`src/rtl/ring_output_arbiter.sv`:
```
// ---------------------------------------------------------------------------
// ring_output_arbiter
//
// Output-port controller for one direction (CW or CCW) of a cardinal ring
// router. It shares the outgoing ring link between pass-through (forward)
// traffic and local NIC injection.
//
// The output buffer has two slots, one per virtual channel (even = VC 0,
// odd = VC 1). A polarity bit toggles every cycle. In a cycle with polarity p:
//   - the link side presents slot[p] and may drain it;
//   - the arbiter side may only fill slot[~p].
// The two sides therefore never touch the same slot in the same cycle.
// A packet accepted at polarity p appears on the link in the next cycle.
//
// Forwarded packets have their hop field logically shifted right by one
// (toward higher bit index in the [0:DATA_W-1] ordering) when stored.
// Injected packets are stored unmodified.
//
// Build option:
//   FWD_PRIORITY_EN  defined   -> forward traffic always wins a contended grant.
//                               No round-robin pointer is built.
//                    undefined -> round-robin between forward and inject.
//                               Forward is preferred after reset.
//
// Ports:
//   CLK        in   1       clock, rising edge
//   RESET      in   1       synchronous, active-high; drops buffered packets
//   polarity   out  1       current polarity, toggles every non-reset cycle
//   fwd_valid  in   1       forward packet offered
//   fwd_data   in   DATA_W  forward packet, bit order [0:DATA_W-1]
//   fwd_ready  out  1       forward packet accepted this cycle
//   inj_valid  in   1       local packet offered by the NIC
//   inj_data   in   DATA_W  local packet
//   inj_ready  out  1       local packet accepted this cycle
//   out_send   out  1       link data valid
//   out_ready  in   1       downstream can accept
//   out_data   out  DATA_W  link data (0 when the presented slot is empty)
// ---------------------------------------------------------------------------
module ring_output_arbiter #(
   parameter int DATA_W  = 64,
   parameter int VC_BIT  = 0,
   parameter int HOP_MSB = 8,
   parameter int HOP_LSB = 15
) (
   input  logic              CLK,
   input  logic              RESET,
   output logic              polarity,
   input  logic              fwd_valid,
   input  logic [0:DATA_W-1] fwd_data,
   output logic              fwd_ready,
   input  logic              inj_valid,
   input  logic [0:DATA_W-1] inj_data,
   output logic              inj_ready,
   output logic              out_send,
   input  logic              out_ready,
   output logic [0:DATA_W-1] out_data
);

   // ------------------------------------------------------------------------
   // State
   // ------------------------------------------------------------------------
   logic              polarity_reg;
   logic [1:0]        slot_full_reg;
   logic [0:DATA_W-1] slot_data_reg [2];

   // ------------------------------------------------------------------------
   // Slot roles for this cycle
   // ------------------------------------------------------------------------
   logic rd_slot;     // slot presented on the link
   logic wr_slot;     // slot the arbiter may fill (also the VC it accepts)

   assign rd_slot = polarity_reg;
   assign wr_slot = ~polarity_reg;

   // ------------------------------------------------------------------------
   // Hop-field rewrite for forwarded packets.
   // With the [0:DATA_W-1] ordering a logical right shift moves each bit to
   // the next higher index, and a zero enters at HOP_MSB.
   // ------------------------------------------------------------------------
   logic [0:DATA_W-1] fwd_shifted;

   genvar gi;
   generate
      for (gi = 0; gi < DATA_W; gi++) begin : g_hop
         if (gi == HOP_MSB) begin : g_fill
            assign fwd_shifted[gi] = 1'b0;
         end else if (gi > HOP_MSB && gi <= HOP_LSB) begin : g_shift
            assign fwd_shifted[gi] = fwd_data[gi-1];
         end else begin : g_pass
            assign fwd_shifted[gi] = fwd_data[gi];
         end
      end
   endgenerate

   // ------------------------------------------------------------------------
   // Eligibility. A requester may only compete for the slot being filled this
   // cycle. Its VC must match that slot, and the slot must be empty.
   // Requests are masked during reset so no ready escapes while RESET is high.
   // ------------------------------------------------------------------------
   logic fwd_elig;
   logic inj_elig;

   assign fwd_elig = !RESET && fwd_valid &&
                     (fwd_data[VC_BIT] == wr_slot) && !slot_full_reg[wr_slot];
   assign inj_elig = !RESET && inj_valid &&
                     (inj_data[VC_BIT] == wr_slot) && !slot_full_reg[wr_slot];

   // ------------------------------------------------------------------------
   // Grant
   // ------------------------------------------------------------------------
   logic grant_fwd;
   logic grant_inj;

`ifdef FWD_PRIORITY_EN
   // Forward traffic never waits for local traffic.
   assign grant_fwd = fwd_elig;
   assign grant_inj = inj_elig && !fwd_elig;
`else
   // rr_ptr_reg: 0 prefers forward, 1 prefers inject. After any grant it
   // points at the loser. Each requester therefore waits at most one
   // contended cycle.
   logic rr_ptr_reg;

   assign grant_fwd = fwd_elig && (!inj_elig || !rr_ptr_reg);
   assign grant_inj = inj_elig && (!fwd_elig ||  rr_ptr_reg);

   always_ff @(posedge CLK) begin
      if (RESET) begin
         rr_ptr_reg <= 1'b0;
      end else if (grant_fwd) begin
         rr_ptr_reg <= 1'b1;
      end else if (grant_inj) begin
         rr_ptr_reg <= 1'b0;
      end
   end
`endif

   logic              grant_any;
   logic [0:DATA_W-1] wr_data;

   assign grant_any = grant_fwd || grant_inj;
   assign wr_data   = grant_fwd ? fwd_shifted : inj_data;

   // ------------------------------------------------------------------------
   // Link side
   // ------------------------------------------------------------------------
   logic deq;

   assign deq = slot_full_reg[rd_slot] && out_ready;

   // ------------------------------------------------------------------------
   // Sequential update: polarity plus the two slots. Each slot is either the
   // read slot or the write slot in a given cycle, never both.
   // ------------------------------------------------------------------------
   always_ff @(posedge CLK) begin
      if (RESET) begin
         polarity_reg  <= 1'b0;
         slot_full_reg <= 2'b00;
         for (int i = 0; i < 2; i++) begin
            slot_data_reg[i] <= '0;
         end
      end else begin
         polarity_reg <= ~polarity_reg;
         for (int i = 0; i < 2; i++) begin
            if (rd_slot == 1'(i)) begin
               if (deq) begin
                  slot_full_reg[i] <= 1'b0;
               end
            end else if (grant_any) begin
               slot_full_reg[i] <= 1'b1;
               slot_data_reg[i] <= wr_data;
            end
         end
      end
   end

   // ------------------------------------------------------------------------
   // Outputs
   // ------------------------------------------------------------------------
   assign polarity  = polarity_reg;
   assign out_send  = !RESET && slot_full_reg[rd_slot];
   assign out_data  = out_send ? slot_data_reg[rd_slot] : '0;
   assign fwd_ready = grant_fwd;
   assign inj_ready = grant_inj;

endmodule

```
`config.mk`:
```
export PLATFORM = sky130hd
export DESIGN_NAME = ring_output_arbiter
export DESIGN_NICKNAME = d
export VERILOG_FILES = /design/src/rtl/ring_output_arbiter.sv
export SDC_FILE = /design/constraint.sdc
export NUM_CORES = 1
export LEC_CHECK = 0
export ABC_AREA = 1
export BUFFER_PORTS_ARGS = -buffer_cell sky130_fd_sc_hd__buf_4
export CAP_MARGIN = 40
export CORE_UTILIZATION = 47
export DETAILED_ROUTE_END_ITERATION = 8
export PLACE_DENSITY = 0.75
export SLEW_MARGIN = 10
export SYNTH_ARGS = -nofsm -noshare
export SYNTH_HDL_FRONTEND = slang
export SYNTH_SLANG_ARGS = --single-unit
```
`constraint.sdc`:
```
create_clock -name CLK -period 3 [get_ports CLK]
set_clock_uncertainty 0.05 [all_clocks]
set_input_delay 0.3 -clock CLK [delete_from_list [all_inputs] [get_ports CLK]]
set_output_delay 0.3 -clock CLK [all_outputs]
set_load 0.03 [all_outputs]
```
==> impl_metrics.env, run 1 <==
export IMPL_status="completed"
export IMPL_gr_total_overflow=0
export IMPL_synth_ff_type="edfxtp_1"
export IMPL_end_kind="primary output"
export IMPL_arrival_ps=2330
export IMPL_viasPerCell=4.921
export IMPL_syn2layout_area_growth_pct=34.72
export IMPL_cts_resized=0
export IMPL_maxSlewHeadroom_pct=67.16
export IMPL_cts_buffers=17
export IMPL_intPower_mw=3.692
export IMPL_wl_met1_um=6578
export IMPL_place_ws_ps=608.3
export IMPL_finalCritPeriodShare_pct=89.22
export IMPL_start_util_pct=48.54
export IMPL_port_buffers=199
export IMPL_fillers=1104
export IMPL_dr_wl_met3_um=977
export IMPL_rows=42
export IMPL_design_core_area_um2=13350
export IMPL_drt_iter0_markers=300
export IMPL_hold_viol=0
export IMPL_peakVddDrop_mv=0.3196
export IMPL_synth_nets=867
export IMPL_holdBufCountCts=0
export IMPL_cp_start_kind="flip-flop"
export IMPL_synth_edf_count=128
export IMPL_hpwl_um=10230
export IMPL_multi_input_area_um2=2032
export IMPL_yosysMostFrequentCell="nand2_1"
export IMPL_antenna_found_initial=0
export IMPL_grtUsageTotal_pct=22.82
export IMPL_critPathMaxFanout=21
export IMPL_ys_seq_area_share_pct=60.56
export IMPL_yosys_area_top_type="edfxtp_1"
export IMPL_netlist_instances=734
export IMPL_largest_register_ffs=128
export IMPL_die_area_um2=14260
export IMPL_stdcell_count=1112
export IMPL_crit_required_ps=2650
export IMPL_dr_pass1_iters=4
export IMPL_setup_ws_ps=323.4
export IMPL_clock_path_buffers=2
export IMPL_final_core_util_pct=65.39
export IMPL_drive_above_1_share_pct=27.67
export IMPL_die_y_um=119.4
export IMPL_cts_root_buf="clkbuf_16"
export IMPL_top_layer_used="met4"
export IMPL_n_antenna_cell=0
export IMPL_drc=0
export IMPL_wire_per_inst_um=14.03
export IMPL_clkSinkCount=132
export IMPL_dieWidth_um=119.4
export IMPL_wl_met2_um=7832
export IMPL_synth_seq_cells=132
export IMPL_io_pins=201
export IMPL_syn_area_per_cell_um2=8.827
export IMPL_clk_latency_ps=410
export IMPL_period_needed_ps=2677
export IMPL_placedCellCount=1080
export IMPL_yosysWarnings=0
export IMPL_p_switching_mw=1.223
export IMPL_wl_um=15600
export IMPL_setup_viol=0
export IMPL_p_sw_share_pct=24.88
export IMPL_fmax_mhz=373.6
export IMPL_slew_violations=0
export IMPL_htreeDepth=4
export IMPL_grt_max_degree=46
export IMPL_hold_class="in2reg"
export IMPL_p_leak_nw=3.888
export IMPL_synthesis_area_um2=6479
export IMPL_cts_tree="done"
export IMPL_critical_path_class="reg2out"
export IMPL_gp_congestion=0.7550
export IMPL_synth_cell_type_count=19
export IMPL_clk_pin_slew_worst_paths_ps=60
export IMPL_antenna_left=0
export IMPL_pwr_share_comb_pct=14.6
export IMPL_p_seq_share_pct=46.2
export IMPL_async_reset_ff_share_pct=0
export IMPL_clkPwrFrac_pct=39.2
export IMPL_layout_nets=1056
export IMPL_vias=5472
export IMPL_grt_pass1_vias=5149
export IMPL_yosys_top_cells_area="edfxtp_1, nand2_1, nor2_1, a21oi_1, nand3_1"
export IMPL_fin_tns_setup_ps=0
export IMPL_powerDensity_nw_per_um2=563.0
export IMPL_rsz0062_at_grt="no"
export IMPL_post_cts_setup_buffers=0
export IMPL_synth_common_cells="nand2_1, nor2_1, edfxtp_1"
export IMPL_max_cap_violations=0
export IMPL_worst_pin_slew_ps=491.4
export IMPL_yosysTopAreaCellShare_pct=59.33
export IMPL_grt_pass1_wl_um=24960
export IMPL_regArea_um2=3925
==> placed cells by master, fill, tap and decap left out, drive strengths merged <==
cell type,n
clkinvlp,3
inv,75
dfxtp,4
buf,216
bufinv,1
a21oi,68
o21ai,4
nand3,66
nand4,1
edfxtp,128
clkinv,7
nand2,209
clkbuf,20
nor2,134
==> layer usage <==
metal / track usage, % / vias to the layer above
li1: - / 2749
met1: 26.63 / 2536
met2: 41.32 / 171
met3: 5.268 / 16
met4: 7.187 / 0
met5: 0 / -
==> cells by family after synthesis <==
| family | Yosys count | share of synthesized area, % |
|---|---|---|
| AOI/OAI and AO/OA | 72 | 5.562 |
| buffers and inverters | 120 | 8.478 |
| DFF | 132 | 60.56 |
| and+or+nand+nor | 410 | 25.40 |
==> per-stage QoR <==
step	total power [mW]	area (um2)	hold slack (ps)
after CTS	4.948	8728	27.03
after global routing	5.112	8728	28.30
after global placement	3.008	8164	414.5
after detailed placement	3.029	8164	414.7
after floorplan	2.731	6484	316.7
final	4.914	8728	40.41
==> path summary, 6_finish.rpt <==
path,start,to,slack (ps),cells past startpoint
worst max-delay path,polarity,inj_ready,320,7
worst min-delay path,RESET,polarity,40,2
worst max register to register,polarity,slot_data_reg[0][6],590,9
worst min register to register,slot_full_reg[1],slot_full_reg[1],420,2
==> power groups by stage <==
stage / clock, mW / sequential [mW] / combinational [mW]
after global placement: 0 / 2.30 / 0.707
after global routing: 2.03 / 2.28 / 0.794
after floorplan: 0 / 2.30 / 0.431
after CTS: 1.95 / 2.27 / 0.724
final: 1.93 / 2.27 / 0.717
after detailed placement: 0 / 2.31 / 0.721
==> final cells by class <==
cell class,count,area share (%)
Sequential cell,132,44.97
Multi-Input combinational cell,482,23.28
Timing Repair Buffer,216,19.58
Clock buffer,20,5.232
Inverter,74,3.182
Tap cell,176,2.523
Clock inverter,12,1.233
==> worst max-delay path: stages, from the launching register on <==
cell     delay [ps]
dfxtp_2         550
buf_4           330
nor2_1           80
nor2_1          100
nand2_1          80
nor2_4          400
a21oi_1         170
buf_4           210
(Power assumes the default switching activity.)
==> run 2, diff against run 1 <==
==> constraint.sdc (replaced) <==
create_clock -name CLK -period 3 [get_ports CLK]
set_clock_uncertainty 0.05 [all_clocks]
set_input_delay 0.3 -clock CLK [delete_from_list [all_inputs] [get_ports CLK]]
set_output_delay 0.3 -clock CLK [all_outputs]
set_load 0.02 [all_outputs]
==> impl_metrics.env, run 2 (synthesis results as in run 1) <==
export IMPL_status="completed"
export IMPL_hpwl_um=10050
export IMPL_clkPwrFrac_pct=41.9
export IMPL_vias=5448
export IMPL_finalCritPeriodShare_pct=87.97
export IMPL_slowest_delay_ps=550
export IMPL_start_util_pct=48.54
export IMPL_worstSetupEndpoint="out_data[37]"
export IMPL_antenna_left=0
export IMPL_hold_class="in2reg"
export IMPL_grtUsageTotal_pct=23.27
export IMPL_setup_viol=0
export IMPL_post_cts_setup_buffers=0
export IMPL_p_seq_share_pct=44.6
export IMPL_gr_total_overflow=0
export IMPL_largest_register_ffs=128
export IMPL_wl_um=15660
export IMPL_dieWidth_um=119.4
export IMPL_cts_buffers=17
export IMPL_antenna_found_initial=0
export IMPL_arrival_ps=2290
export IMPL_r2r_cells=8
export IMPL_end_kind="primary output"
export IMPL_clock_path_buffers=2
export IMPL_fillers=1110
export IMPL_viasPerCell=4.899
export IMPL_pwr_share_comb_pct=13.5
export IMPL_port_buffers=199
export IMPL_hold_viol=0
export IMPL_intPower_mw=3.891
export IMPL_startpoint="polarity"
export IMPL_crit_required_ps=2650
export IMPL_drt_iter0_markers=354
export IMPL_dr_pass1_iters=5
export IMPL_r2r_start="polarity"
export IMPL_final_cell_area_um2=8767
export IMPL_holdBufCountCts=0
export IMPL_layout_nets=1056
export IMPL_multi_input_area_um2=2032
export IMPL_p_sw_share_pct=23.56
export IMPL_gp_congestion=0.7562
export IMPL_cp_start_kind="flip-flop"
export IMPL_place_area_um2=8152
export IMPL_io_pins=201
export IMPL_worst_pin_slew_ps=637.4
export IMPL_cts_resized=0
export IMPL_regArea_um2=3925
export IMPL_rsz0062_at_grt="no"
export IMPL_layout_common_cells="buf_4, nand2_1, nor2_1"
export IMPL_r2r_slack_ps=750
export IMPL_crit_slowest_cell="dfxtp_2"
export IMPL_grt_pass1_vias=5165
export IMPL_design_core_area_um2=13350
export IMPL_cts_tree="done"
export IMPL_crit_chain="o21ai_0 -> a21oi_1 -> inv_2 -> buf_4 -> a21oi_1 -> buf_4"
export IMPL_drive_above_1_share_pct=27.46
export IMPL_rows=42
export IMPL_peakVddDrop_mv=0.4279
export IMPL_critical_path_class="reg2out"
export IMPL_htreeDepth=4
export IMPL_syn2layout_area_growth_pct=35.32
export IMPL_drc=0
export IMPL_clkSinkCount=132
export IMPL_n_antenna_cell=0
export IMPL_p_switching_mw=1.199
export IMPL_grt_pass1_wl_um=25370
export IMPL_fin_tns_setup_ps=0
export IMPL_slew_violations=0
export IMPL_clk_pin_slew_worst_paths_ps=50
export IMPL_wire_per_inst_um=14.09
export IMPL_max_cap_violations=0
export IMPL_maxSlewHeadroom_pct=57.44
export IMPL_fmax_mhz=378.9
export IMPL_rr_endpoint="slot_data_reg[0][58]"
export IMPL_period_needed_ps=2639
export IMPL_p_leak_nw=3.903
export IMPL_cts_root_buf="clkbuf_16"
export IMPL_powerDensity_nw_per_um2=580.5
export IMPL_die_area_um2=14260
export IMPL_die_y_um=119.4
export IMPL_clk_latency_ps=400
export IMPL_critPathMaxFanout=33
export IMPL_layout_commonest_cell="buf_4"
export IMPL_grt_max_degree=48
[run 2: how the worst min path moves through the flow]
stage	startpoint	to	slack [ps]	cells after the start
finish	RESET	polarity	30	2
global route	RESET	polarity	10	2
CTS	RESET	polarity	10	2
detailed placement	slot_full_reg[1]	slot_full_reg[1]	420	2
global placement	slot_full_reg[1]	slot_full_reg[1]	410	2
floorplan	RESET	polarity	320	1
[run 2: layout make-up]
type	count	share of cell area, %
inverter	74	3.168
timing repair buffer	216	19.35
clock inverter	14	2.126
sequential	132	44.77
tap	176	2.512
multi-input combinational	482	23.18
clock buffer	18	4.895
[run 2: worst max-delay path, delay by kind of cell (launching register included)]
family                 cells  cell delay [ps]
flip-flops                 1              550
AO/OA/AOI/OAI              3              540
buffers and inverters      3              780
[run 2: stage by stage]
step	utilization, %	total power [mW]	hold WS (ps)	std cells	setup slack, ps
finish	65.68	5.090	31.77	1112	360.9
global route	65.68	5.305	15.00	1112	189.1
CTS	65.68	5.130	13.64	1112	343.4
detailed placement	61.07	3.000	422.3	1080	783.2
global placement	61.07	2.981	413.2	1080	774.3
floorplan	-	2.705	316.7	734	488.0
[run 2: power groups by stage]
| stage | logic [mW] | registers (mW) | clock network, mW |
|---|---|---|---|
| global route | 0.770 | 2.29 | 2.25 |
| finish | 0.687 | 2.27 | 2.13 |
| floorplan | 0.406 | 2.30 | 0 |
| global placement | 0.679 | 2.30 | 0 |
| CTS | 0.697 | 2.27 | 2.16 |
| detailed placement | 0.692 | 2.31 | 0 |
[run 2: routing by layer]
layer | vias up | GRT usage [%] | part of all wire, %
li1 | 2749 | - | -
met1 | 2475 | 28.82 | 42
met2 | 205 | 39.10 | 50
met3 | 19 | 6.034 | 7.0
met4 | 0 | 8.750 | 1.4
met5 | - | 0 | 0
